$ cat config.mk
export PLATFORM = sky130hd
export DESIGN_NAME = memory_arbiter
export DESIGN_NICKNAME = d
export VERILOG_FILES = /design/src/rtl/memory_arbiter_pkg.sv /design/src/rtl/memory_arbiter_rr_grant.sv /design/src/rtl/memory_arbiter.sv
export SDC_FILE = /design/constraint.sdc
export NUM_CORES = 1
export LEC_CHECK = 0
export BUFFER_PORTS_ARGS = -buffer_cell sky130_fd_sc_hd__buf_2
export CORE_AREA = 2 2 118 120
export DETAILED_ROUTE_END_ITERATION = 7
export DIE_AREA = 0 0 120 122
export PLACE_DENSITY = 0.6
export SYNTH_ARGS = -nofsm -noshare
export SYNTH_HDL_FRONTEND = slang
export SYNTH_SLANG_ARGS = --single-unit
$ cat constraint.sdc
create_clock -name clk24 -period 2.1 [get_ports clk24]
set_clock_uncertainty 0.15 [all_clocks]
set_input_delay 0.315 -clock clk24 [delete_from_list [all_inputs] [get_ports clk24]]
set_output_delay 0.315 -clock clk24 [all_outputs]
set_load 0.02 [all_outputs]
$ cat src/rtl/memory_arbiter_pkg.sv
// Shared types and constants for the two-port memory arbiter.
// Port identifiers are used for grant history, lock ownership and response routing.
package memory_arbiter_pkg;

  localparam int WS_W      = 3;
  localparam int SEC_BYTE0 = 0;  // bits [7:0]
  localparam int SEC_BYTE1 = 1;  // bits [15:8]
  localparam int SEC_HALF1 = 2;  // bits [31:16]

  localparam logic [WS_W-1:0] WS_READ = '0;
  localparam logic [WS_W-1:0] WS_ALL  =
    WS_W'((1 << SEC_BYTE0) | (1 << SEC_BYTE1) | (1 << SEC_HALF1));

  typedef enum logic [1:0] {
    PORT_NONE = 2'd0,
    PORT_A    = 2'd1,
    PORT_B    = 2'd2
  } port_e;

endpackage

$ cat src/rtl/memory_arbiter_rr_grant.sv
// Combinational two-way grant: a single requester always wins; on a tie the
// lock owner wins, otherwise the port that was not granted last.
module memory_arbiter_rr_grant
  import memory_arbiter_pkg::*;
(
  input  logic  reset,
  input  logic  a_valid,
  input  logic  b_valid,
  input  port_e last_grant,
  input  port_e owner,
  output logic  grant_a,
  output logic  grant_b
);

  // NOTE: every output gets a default first so no path through the block
  // leaves it unassigned, which would otherwise infer a latch.
  always_comb begin
    grant_a = 1'b0;
    grant_b = 1'b0;
    if (!reset) begin
      if (a_valid && b_valid) begin
        if (owner == PORT_A) begin
          grant_a = 1'b1;
        end else if (owner == PORT_B) begin
          grant_b = 1'b1;
        end else if (last_grant == PORT_A) begin
          grant_b = 1'b1;
        end else begin
          grant_a = 1'b1;
        end
      end else begin
        grant_a = a_valid;
        grant_b = b_valid;
      end
    end
  end

endmodule

$ cat src/rtl/memory_arbiter.sv
// Round-robin arbiter sharing one memory data port between two masters, with a
// bounded lock for uninterrupted multi-word sequences and 1-cycle response routing.
module memory_arbiter
  import memory_arbiter_pkg::*;
#(
  parameter int unsigned MAX_LOCK_CYCLES = 16
) (
  input  logic            clk24,
  input  logic            reset,
  input  logic            a_valid,
  output logic            a_ready,
  input  logic            a_lock,
  input  logic [31:0]     a_address,
  input  logic [31:0]     a_write_value,
  input  logic [WS_W-1:0] a_write_sections,
  output logic            a_resp_valid,
  output logic [31:0]     a_read_value,
  input  logic            b_valid,
  output logic            b_ready,
  input  logic            b_lock,
  input  logic [31:0]     b_address,
  input  logic [31:0]     b_write_value,
  input  logic [WS_W-1:0] b_write_sections,
  output logic            b_resp_valid,
  output logic [31:0]     b_read_value,
  output logic            mem_enable,
  output logic [31:0]     mem_address,
  output logic [31:0]     mem_write_value,
  output logic [WS_W-1:0] mem_write_sections,
  input  logic [31:0]     mem_read_value
);

  localparam logic [7:0] LOCK_MAX = 8'(MAX_LOCK_CYCLES);

  port_e      last_grant_q, last_grant_d;
  port_e      owner_q, owner_d;
  port_e      resp_owner_q, resp_owner_d;
  logic [7:0] lock_count_q, lock_count_d, lock_base;

  logic  grant_a, grant_b, accept, acc_lock, other_valid;
  port_e granted;

  memory_arbiter_rr_grant u_grant (
    .reset      (reset),
    .a_valid    (a_valid),
    .b_valid    (b_valid),
    .last_grant (last_grant_q),
    .owner      (owner_q),
    .grant_a    (grant_a),
    .grant_b    (grant_b)
  );

  assign accept      = grant_a | grant_b;
  assign granted     = grant_a ? PORT_A : (grant_b ? PORT_B : PORT_NONE);
  assign acc_lock    = grant_a ? a_lock : b_lock;
  assign other_valid = grant_a ? b_valid : a_valid;

  assign a_ready = grant_a;
  assign b_ready = grant_b;

  assign mem_enable         = accept;
  assign mem_address        = grant_b ? b_address : a_address;
  assign mem_write_value    = grant_b ? b_write_value : a_write_value;
  assign mem_write_sections = grant_a ? a_write_sections :
                              (grant_b ? b_write_sections : WS_READ);

  assign a_resp_valid = (resp_owner_q == PORT_A);
  assign b_resp_valid = (resp_owner_q == PORT_B);
  assign a_read_value = mem_read_value;
  assign b_read_value = mem_read_value;

  always_comb begin
    last_grant_d = last_grant_q;
    owner_d      = owner_q;
    lock_count_d = lock_count_q;
    resp_owner_d = PORT_NONE;
    // A change of ownership starts the fairness count afresh.
    lock_base    = (owner_q == granted) ? lock_count_q : 8'd0;
    if (accept) begin
      resp_owner_d = granted;
      last_grant_d = granted;
      if (!acc_lock) begin
        owner_d      = PORT_NONE;
        lock_count_d = 8'd0;
      end else if (!other_valid) begin
        owner_d      = granted;
        lock_count_d = lock_base;
      end else if (lock_base + 8'd1 == LOCK_MAX) begin
        // Limit reached: drop the lock so the waiting port wins the next tie.
        owner_d      = PORT_NONE;
        lock_count_d = 8'd0;
      end else begin
        owner_d      = granted;
        lock_count_d = lock_base + 8'd1;
      end
    end
  end

  // NOTE: state registers use non-blocking assignments so every flop samples
  // the values from before the edge, independent of statement order.
  always_ff @(posedge clk24) begin
    if (reset) begin
      last_grant_q <= PORT_B;
      owner_q      <= PORT_NONE;
      lock_count_q <= 8'd0;
      resp_owner_q <= PORT_NONE;
    end else begin
      last_grant_q <= last_grant_d;
      owner_q      <= owner_d;
      lock_count_q <= lock_count_d;
      resp_owner_q <= resp_owner_d;
    end
  end

endmodule

# == After elaboration in Yosys (flattened, before gate mapping) ==
# Cells that the tools add are included.
# word_totals
reg_bits,14
latch_bits,0
mem_bits_rw,0
rom_bits,0
inputBits,172
word_cells,41
memories,0
# classes
addsub,1
multipliers,0
n_div,0
n_lt_le_gt_ge,0
n_eq_ne,7
shift,0
muxes,25
bitwise_logic,2
n_reduce_logical,2
# op_table
cell,n
$mux W32,2
$mux W8,4
$mux W1,12
$mux W2,5
$add A8 B1 Y8 const B,1
$eq A8 B5 Y1 const B,1
$eq A2 B1 Y1 const B,3
$mux W3,2
$eq A2 B2 Y1 const B,2
$eq A2 B2 Y1,1
$reduce_or A2 Y1,1
$logic_and A1 B1 Y1,1
$not A1 Y1,1
$or A1 B1 Y1,1

# == Longest topological paths before layout ==
# Gate-level depths: netlist of the first run.
# depth
depth_word,15
depth_mapped,11
ltp_nobuf,10

# == Hierarchy ==
# From an unflattened synthesis of the first run, not the netlist that was laid out.
# unflattened
cells_unflattened,241
hier_area_um2,2113.3
# by_module_without_submodules
module,instances,cells_per_inst,area_per_inst_um2,seq_area_each_um2
memory_arbiter,1,234,2062.0,280.3
memory_arbiter_rr_grant,1,7,51.3,0.0

# == Least setup slack after synthesis of the first run ==
# OpenSTA, ideal clock, no wires.
# synth_timing
path_kind,register -> output
from,register last_grant_q[1]
to,output mem_write_value[26]
t_arrival_ns,1.952
slack_ns,-0.317
stages_incl_launch_ff,9
path_cell_list,dfxtp_1 nand2b_2 maj3_2 nand2_1 nand2_1 nor2_2 buf_2 buf_4 mux2_1
# synth_between
elab_chain_cells,7
# synth_lines
item,line_no,text
from (decl),memory_arbiter.sv:35,"port_e last_grant_q, last_grant_d;"
from (signal assigned),memory_arbiter.sv:108,last_grant_q <= last_grant_d;
$eq A2 B1 Y1,memory_arbiter_rr_grant.sv:26,end else if (last_grant == PORT_A) begin
$mux W1,memory_arbiter_rr_grant.sv:26,
$mux W1,memory_arbiter_rr_grant.sv:24,end else if (owner == PORT_B) begin
$mux W1,memory_arbiter_rr_grant.sv:22,if (owner == PORT_A) begin
$mux W1,memory_arbiter_rr_grant.sv:21,if (a_valid && b_valid) begin
$mux W1,memory_arbiter_rr_grant.sv:20,if (!reset) begin
net b_ready,memory_arbiter.sv:19,"output logic b_ready,"
$mux W32,memory_arbiter.sv:63,assign mem_write_value = grant_b ? b_write_value : a_write_value;
to (decl),memory_arbiter.sv:28,"output logic [31:0] mem_write_value,"
# The timed path passes the listed nets, and every way through them passes these cells.

# == Worst setup path after layout of the first run ==
# layout_timing
from,register last_grant_q[1]
to,output mem_write_value[14]
# layout_between
elab_chain_cells,7
# layout_lines
item,line_no
$eq A2 B1 Y1,memory_arbiter_rr_grant.sv:26
$mux W1,memory_arbiter_rr_grant.sv:26
$mux W1,memory_arbiter_rr_grant.sv:24
$mux W1,memory_arbiter_rr_grant.sv:22
$mux W1,memory_arbiter_rr_grant.sv:21
$mux W1,memory_arbiter_rr_grant.sv:20
$mux W32,memory_arbiter.sv:63
# No other way between the ends.

==> results of run 1 <==
[layout make-up]
type	count	area [um^2]
clock buffer	4	88.84
multi-input combinational	164	1592
timing repair buffer	257	1790
tap	180	225.2
fill	1422	9495
sequential	14	290.3
inverter	6	22.52
[worst register-to-register path: cells and delay by family, from the launching register on]
family	cells	cell delay, ns
simple gates	5	1.04
compound gates	4	0.37
fa+ha+maj	1	0.19
flops	1	0.36
[placed cells by master (no fill, tap or decap), types with 3 or more instances in the layout]
| cell type | instances |
|---|---|
| a21oi_1 | 10 |
| buf_16 | 3 |
| buf_2 | 173 |
| buf_6 | 37 |
| o21ai_0 | 4 |
| nand2b_1 | 5 |
| mux2_2 | 25 |
| nor2b_1 | 6 |
| mux2_4 | 39 |
| nand3_1 | 7 |
| mux2i_1 | 3 |
| dfxtp_1 | 10 |
| inv_1 | 5 |
| nor2_1 | 8 |
| buf_4 | 38 |
| clkbuf_16 | 7 |
| a22o_1 | 4 |
| nand2_1 | 13 |
[flip-flops by register name (all words and copies together) (netlist names)]
signal	flops
last_grant_q	2
owner_q	2
resp_owner_q	2
lock_count_q	8
[per-layer routing]
metal  track usage [%]  part of all wire [%]  vias to the layer above
li1                  -                     -                     1231
met3             4.307                   8.6                        2
met5                 0                     0                        -
met1             13.38                    38                     1113
met2             21.52                    52                      132
met4             1.838                   1.2                        0
[per-stage QoR]
step,std cells,worst slack (ns),total power [mW],hold slack [ns]
6_report,625,-0.4384,1.531,0.2098
5_1_grt,625,-0.5014,1.599,0.2263
4_1_cts,620,-0.4753,1.475,0.2145
3_5_place_dp,606,-0.2374,0.9661,0.3514
3_3_place_gp,606,-0.2312,0.9680,0.3638
2_1_floorplan,260,-0.06882,0.8328,0.3051
[power groups by stage]
stage | logic (mW) | registers (mW) | clock network [mW]
4_1_cts | 0.780 | 0.280 | 0.415
6_report | 0.839 | 0.281 | 0.410
2_1_floorplan | 0.548 | 0.285 | 0
3_5_place_dp | 0.679 | 0.287 | 0
5_1_grt | 0.890 | 0.282 | 0.427
3_3_place_gp | 0.681 | 0.287 | 0
[cells in the mapped netlist (2+ instances only)]
library cell | n | area [um^2]
buf_4 | 65 | 488.0
mux2_2 | 59 | 664.4
nand2_1 | 15 | 56.30
dfxtp_1 | 14 | 280.3
a21oi_1 | 12 | 60.06
buf_2 | 9 | 45.04
nor2_1 | 9 | 33.78
nand3_1 | 7 | 35.03
nor2b_1 | 6 | 37.54
inv_1 | 5 | 18.77
mux2_1 | 5 | 56.30
nand2b_1 | 5 | 31.28
a22o_1 | 4 | 35.03
o21ai_0 | 4 | 20.02
mux2i_1 | 3 | 30.03
a32o_1 | 2 | 20.02
clkbuf_1 | 2 | 7.510
o211ai_1 | 2 | 15.01
[what timing repair did]
| action | 4_1_cts | 5_1_grt |
|---|---|---|
| hold endpoints to repair | 0 | 0 |
| pin swaps | 8 | 4 |
| endpoints found under the setup margin | 75 | 77 |
| gates resized for setup | 74 | 50 |
| gates cloned | 3 | 4 |
| setup buffers | 7 | 1 |
[how the worst min path moves through the flow]
stage                                 start  cells after the start                      endpoint
6_report                             b_lock                      2       owner_q[1]$_SDFFE_PP0N_
3_3_place_gp   lock_count_q[5]$_SDFFE_PP0N_                      1  lock_count_q[5]$_SDFFE_PP0N_
3_5_place_dp   lock_count_q[5]$_SDFFE_PP0N_                      1  lock_count_q[5]$_SDFFE_PP0N_
4_1_cts                              b_lock                      2       owner_q[1]$_SDFFE_PP0N_
2_1_floorplan  last_grant_q[1]$_SDFFE_PP1N_                      1  last_grant_q[1]$_SDFFE_PP1N_
5_1_grt                              b_lock                      2       owner_q[1]$_SDFFE_PP0N_
[kinds of logic (layout without fill, tap and decap cells)]
family	count (synthesis)	after routing
flip-flops	14	14
AND/OR/NAND/NOR	55	55
AO/OA/AOI/OAI	39	39
multiplexers	67	67
buffers and inverters	82	267
adder cells (fa/ha/maj)	2	2
XOR/XNOR	1	1
==> qor.yml, run 1 <==
critical_path:
  rrSetupSlack_ns: -0.13
  worst_path_largest_cell_delay_ns: 0.35
  r2r_start: "owner_q[0]$_SDFFE_PP0N_"
  timing_worst_setup_path_type: "flip-flop to output pin"
  cp-startpoint: "last_grant_q[1]$_SDFFE_PP1N_"
  crit_arrival_ns: 2.07
  cp-end-kind: "output pin"
  crit_path_end: "mem_write_value[14]"
  required_ns: 1.63
  path_depth: 9
  crit_fanout: 8
  crit_top_cell: "nand2_2"
  crit_slowest_cell: "mux2_2"
  crit_chain: "nand2b_4 > maj3_2 > nand2_2 > nand2_2 > nor2_4 > buf_6 > buf_12 > mux2_2 > buf_2"
  path_buf_inv: 3
  cp_top_family: "buffers and inverters"
  r2r-end: "lock_count_q[4]$_SDFFE_PP0N_"
  cp-start-kind: "flip-flop"
  worst-r2r-cell-count: 10
global_route:
  overflow: 0
  antenna_found_initial: 0
  grt_max_degree: 17
  grt_first_pass_wirelength_um: 13360
  grt_usage_pct: 11.80
  grt_pass1_vias: 2454
timing:
  tns_ns: -26.49
  rsz0062_at_grt: "yes"
  finalCritPeriodShare_pct: 120.9
  hold_violations: 0
  worstMarginPinSlew_ns: 0.4126
  setup_ws_ns: -0.4384
  fmax_mhz: 393.9
  setup_viol: 76
  maxSlewHeadroom_pct: 72.38
  post-route-min-period_ns: 2.538
  slew_viol_final: 0
logic_synthesis:
  synth_simple_gate_area_share_pct: 13.40
  ys_ff_latch: 14
  ys_seq_area_share_pct: 12.56
  synth_area_per_cell_um2: 8.585
  synthAdderAreaFrac_pct: 1.065
  synth-compound-area-share_pct: 13.73
  synth_area_um2: 2232
  synth-edff-count: 0
  ys_types: 50
  yosysWarnings: 0
  synth_ff_type: "dfxtp_1"
  synth-xor-area-share_pct: 0.3924
  synthMuxAreaShare_pct: 33.63
  syn_nets: 433
  netlist_instances: 260
  async_reset_ff_share_pct: 0
  synth_top_family_by_area: "multiplexers"
placed_design:
  place_area_um2: 3277
  dp_hpwl_um: 7753
  io_buffers: 211
  place.gp.congestion: 0.7917
floorplan:
  die_h_um: 122
  die_w_um: 120
  start_util_pct: 16.53
  core_um2: 13500
  dieArea_um2: 14640
  rows: 43
  io_pins: 308
drt:
  vias_per_cell: 3.965
  drt-initial-drc-count: 66
  drt-wirelength-per-cell_um: 15.09
  wl_um: 9432
  vias: 2478
  firstDrtPassIters: 4
  detail-route-antenna-nets: 0
  drc: 0
clock_tree:
  cts.sinks: 14
  clk_path_buf_depth: 2
  ctsHoldBuffers: 0
  clk_pin_slew_ns: 0.05
  clock_latency_ns: 0.25
  cts_inserted_buffers: 3
  htree_levels: 1
  cts_tree: "done"
  clockRootBuffer: "clkbuf_16"
min_path:
  hp-class: "input port to flip-flop"
power_and_ir_drop:
  switching_share_pct: 33.29
  combPwrFrac_pct: 54.8
  p_leak_nw: 1.966
  ir_worst_vdd_mv: 0.3078
  intPower_mw: 1.021
  p_seq_share_pct: 18.4
  switching_power_uw: 509.6
  clkPwrFrac_pct: 26.8
  cellPowerDensity_nw_per_um2: 381.8
final_layout:
  final_area_um2: 4009
  fin_util_pct: 29.69
  area_delta_synth_final_pct: 79.60
  diodes: 0
  drive_above_1_share_pct: 77.98
  fin_nets: 619
run:
  maxCapViolations: 0
run_status:
  violations: "setup timing"
  status: "complete, but fails checks"
Power figures use the tool's default switching activity.
==> inputs of run 2 (changes only) <==
- CELL_PAD_IN_SITES_DETAIL_PLACEMENT: default -> 1
- CELL_PAD_IN_SITES_GLOBAL_PLACEMENT: default -> 2
- CORE_AREA: 2 2 118 120 -> default
- CORE_UTILIZATION: default -> 12
- CTS_BUF_LIST: default -> sky130_fd_sc_hd__clkbuf_2
- CTS_CLUSTER_DIAMETER: default -> 30
- DIE_AREA: 0 0 120 122 -> default
- PLACE_DENSITY: 0.6 -> 0.85
==> qor.yml, run 2 (synthesized netlist as in run 1, its figures left out) <==
drt:
  firstDrtPassIters: 6  # +2
  drc: 8  # +8
  wl_um: 11450  # +21%
  drt-initial-drc-count: 71  # +7.6%
  detail-route-antenna-nets: 0  # unchanged
  vias_per_cell: 3.838  # -3.2%
  drt-wirelength-per-cell_um: 16.86  # +12%
  vias: 2606  # +5.2%
timing:
  fmax_mhz: 375.7  # -4.6%
  rsz0062_at_grt: "yes"
  maxSlewHeadroom_pct: 70.42  # -2.0 points
  setup_viol: 78  # +2.6%
  worstMarginPinSlew_ns: 0.4407  # +0.02806 ns
  timing.hold.ws_ns: 0.1835  # -0.02637 ns
  setup_ws_ns: -0.5617  # -0.1233 ns
  hold_violations: 0  # unchanged
  slew_viol_final: 0  # unchanged
  post-route-min-period_ns: 2.662  # +0.1233 ns
  finalCritPeriodShare_pct: 126.7  # +5.9 points
critical_path:
  crit_arrival_ns: 2.20  # +0.13 ns
  r2r_start: "last_grant_q[1]$_SDFFE_PP1N_"
  crit_slowest_cell: "dfxtp_2"
  path_buf_inv: 3  # unchanged
  cp_top_family: "buffers and inverters"
  cp-start-kind: "flip-flop"
  cp-end-kind: "output pin"
  cp-startpoint: "last_grant_q[1]$_SDFFE_PP1N_"
  worst-r2r-cell-count: 11  # +1
  crit_fanout: 11  # +3
  r2r-end: "lock_count_q[6]$_SDFFE_PP0N_"
  rrSetupSlack_ns: -0.34  # -0.21 ns
  timing_worst_setup_path_type: "flip-flop to output pin"
  worst_path_largest_cell_delay_ns: 0.35  # about the same
  required_ns: 1.63  # about the same
  crit_chain: "nand2b_4 > maj3_2 > nand2_2 > nand2_4 > nor2_4 > buf_12 > clkbuf_16 > mux2_2 > buf_2"
min_path:
  holdCritStartpoint: "b_lock"
  hp-class: "input port to flip-flop"
  min_delay_worst_endpoint: "owner_q[1]$_SDFFE_PP0N_"
  min_path_cells: 2  # unchanged
clock_tree:
  clockRootBuffer: "clkbuf_2"
  ctsHoldBuffers: 0  # unchanged
  cts.sinks: 14  # unchanged
  htree_levels: 1  # unchanged
  clk_path_buf_depth: 2  # unchanged
  cts_tree: "done"
  clock_latency_ns: 0.29  # +0.04 ns
  cts_inserted_buffers: 3  # unchanged
  clk_pin_slew_ns: 0.16  # +0.11 ns
floorplan:
  start_util_pct: 12.34  # -4.2 points
  core_um2: 18090  # +34%
  dieArea_um2: 19150  # +31%
  rows: 49  # +14%
  die_h_um: 138.4  # +13%
  die_w_um: 138.4  # +15%
  io_pins: 308  # unchanged
final_layout:
  mostFrequentLayoutCells: "181 x buf_2, 42 x mux2_2, 42 x buf_4, 32 x buf_6, 22 x mux2_4"
  layout_commonest_cell: "buf_2"
  drive_above_1_share_pct: 79.11  # +1.1 points
  largest_reg_flops: 8  # unchanged
  fin_nets: 624  # +0.81%
  diodes: 0  # unchanged
  fin_util_pct: 21.83  # -7.9 points
  largest-register: "lock_count_q"
  area_delta_synth_final_pct: 76.85
run:
  maxCapViolations: 0  # unchanged
global_route:
  grt_usage_pct: 11.07  # -0.74 points
  grt_max_degree: 27  # +10
  overflow: 0  # unchanged
  grt_first_pass_wirelength_um: 16380  # +23%
  antenna_found_initial: 0  # unchanged
  grt_pass1_vias: 2816  # +15%
placed_design:
  place.gp.congestion: 0.8054  # +1.7%
  io_buffers: 211  # unchanged
  dp_hpwl_um: 9426  # +22%
power_and_ir_drop:
  cellPowerDensity_nw_per_um2: 317.7  # -17%
  ir_worst_vdd_mv: 0.1088  # -65%
  combPwrFrac_pct: 66.5  # +12 points
  clkPwrFrac_pct: 11.2  # -16 points
  switching_power_uw: 503.7  # -1.2%
  power_mw: 1.254  # -18%
  p_seq_share_pct: 22.4  # +4.0 points
  p_leak_nw: 1.891  # -3.8%
  switching_share_pct: 40.16  # +6.9 points
  intPower_uw: 750.5  # -26%
run_status:
  violations: "DRC, setup timing"
  status: "complete, but fails checks"
==> run 2: cell count changes in the layout (fill, tap and decap cells not counted), moves of 4 or more <==
cell / delta
clkbuf_16: -4
mux2_4: -17
buf_4: +4
buf_6: -5
mux2_2: +17
buf_2: +8
==> run 2: worst register-to-register path: stages, from the launching register on <==
cell and delay (ns):
dfxtp_2 0.35, nand2b_4 0.13, maj3_2 0.32, buf_4 0.14, buf_6 0.10, buf_6 0.10, a211o_1 0.35, a2111oi_4 0.30
buf_4 0.20, buf_6 0.11, nand3_2 0.07, nand3_2 0.07
==> run 2: metal layers <==
| layer | GRT usage, % | vias up | wire length [um] |
|---|---|---|---|
| met1 | 12.74 | 1221 | 4310 |
| met4 | 1.242 | 0 | 97 |
| met3 | 2.563 | 6 | 714 |
| met5 | 0 | - | 0 |
| li1 | - | 1238 | - |
| met2 | 21.13 | 141 | 6325 |
==> run 2: through the flow <==
stage | std cells | setup slack [ns] | TNS, ns | cell area [um^2]
floorplan | 260 | -0.06882 | -0.4726 | 2320
global placement | 657 | -0.2972 | -15.70 | 3353
detailed placement | 657 | -0.2995 | -17.07 | 3353
CTS | 674 | -0.5718 | -38.40 | 3647
global route | 679 | -0.6481 | -44.66 | 3948
finish | 679 | -0.5617 | -36.96 | 3948
==> run 2: area by class of cell <==
class / count / area (um^2)
Clock buffer: 3 / 15.01
Clock inverter: 1 / 3.754
Fill cell: 2158 / 14140
Inverter: 6 / 22.52
Multi-Input combinational cell: 164 / 1574
Sequential cell: 14 / 286.5
Tap cell: 229 / 286.5
Timing Repair Buffer: 262 / 1759
==> run 2: worst max-delay path by stage <==
stage,end,cells past startpoint
finish,mem_write_value[15],9
global route,mem_address[27],9
floorplan,lock_count_q[4]$_SDFFE_PP0N_,11
global placement,mem_write_value[18],8
CTS,mem_address[27],9
detailed placement,mem_write_value[19],8
==> run 2: power by group through the flow <==
stage	Combinational, mW	Sequential, mW	Clock, mW
2_1_floorplan	0.548	0.285	0
3_3_place_gp	0.690	0.287	0
3_5_place_dp	0.695	0.288	0
4_1_cts	0.766	0.280	0.142
5_1_grt	0.881	0.282	0.154
6_report	0.834	0.281	0.140
==> run 2: repair_timing <==
| action | 4_1_cts | 5_1_grt |
|---|---|---|
| pin swaps | 10 | 11 |
| hold endpoints to repair | 0 | 0 |
| setup buffers | 12 | 3 |
| gates resized for setup | 45 | 56 |
| setup endpoints to repair | 78 | 79 |
| cloned | 1 | 4 |
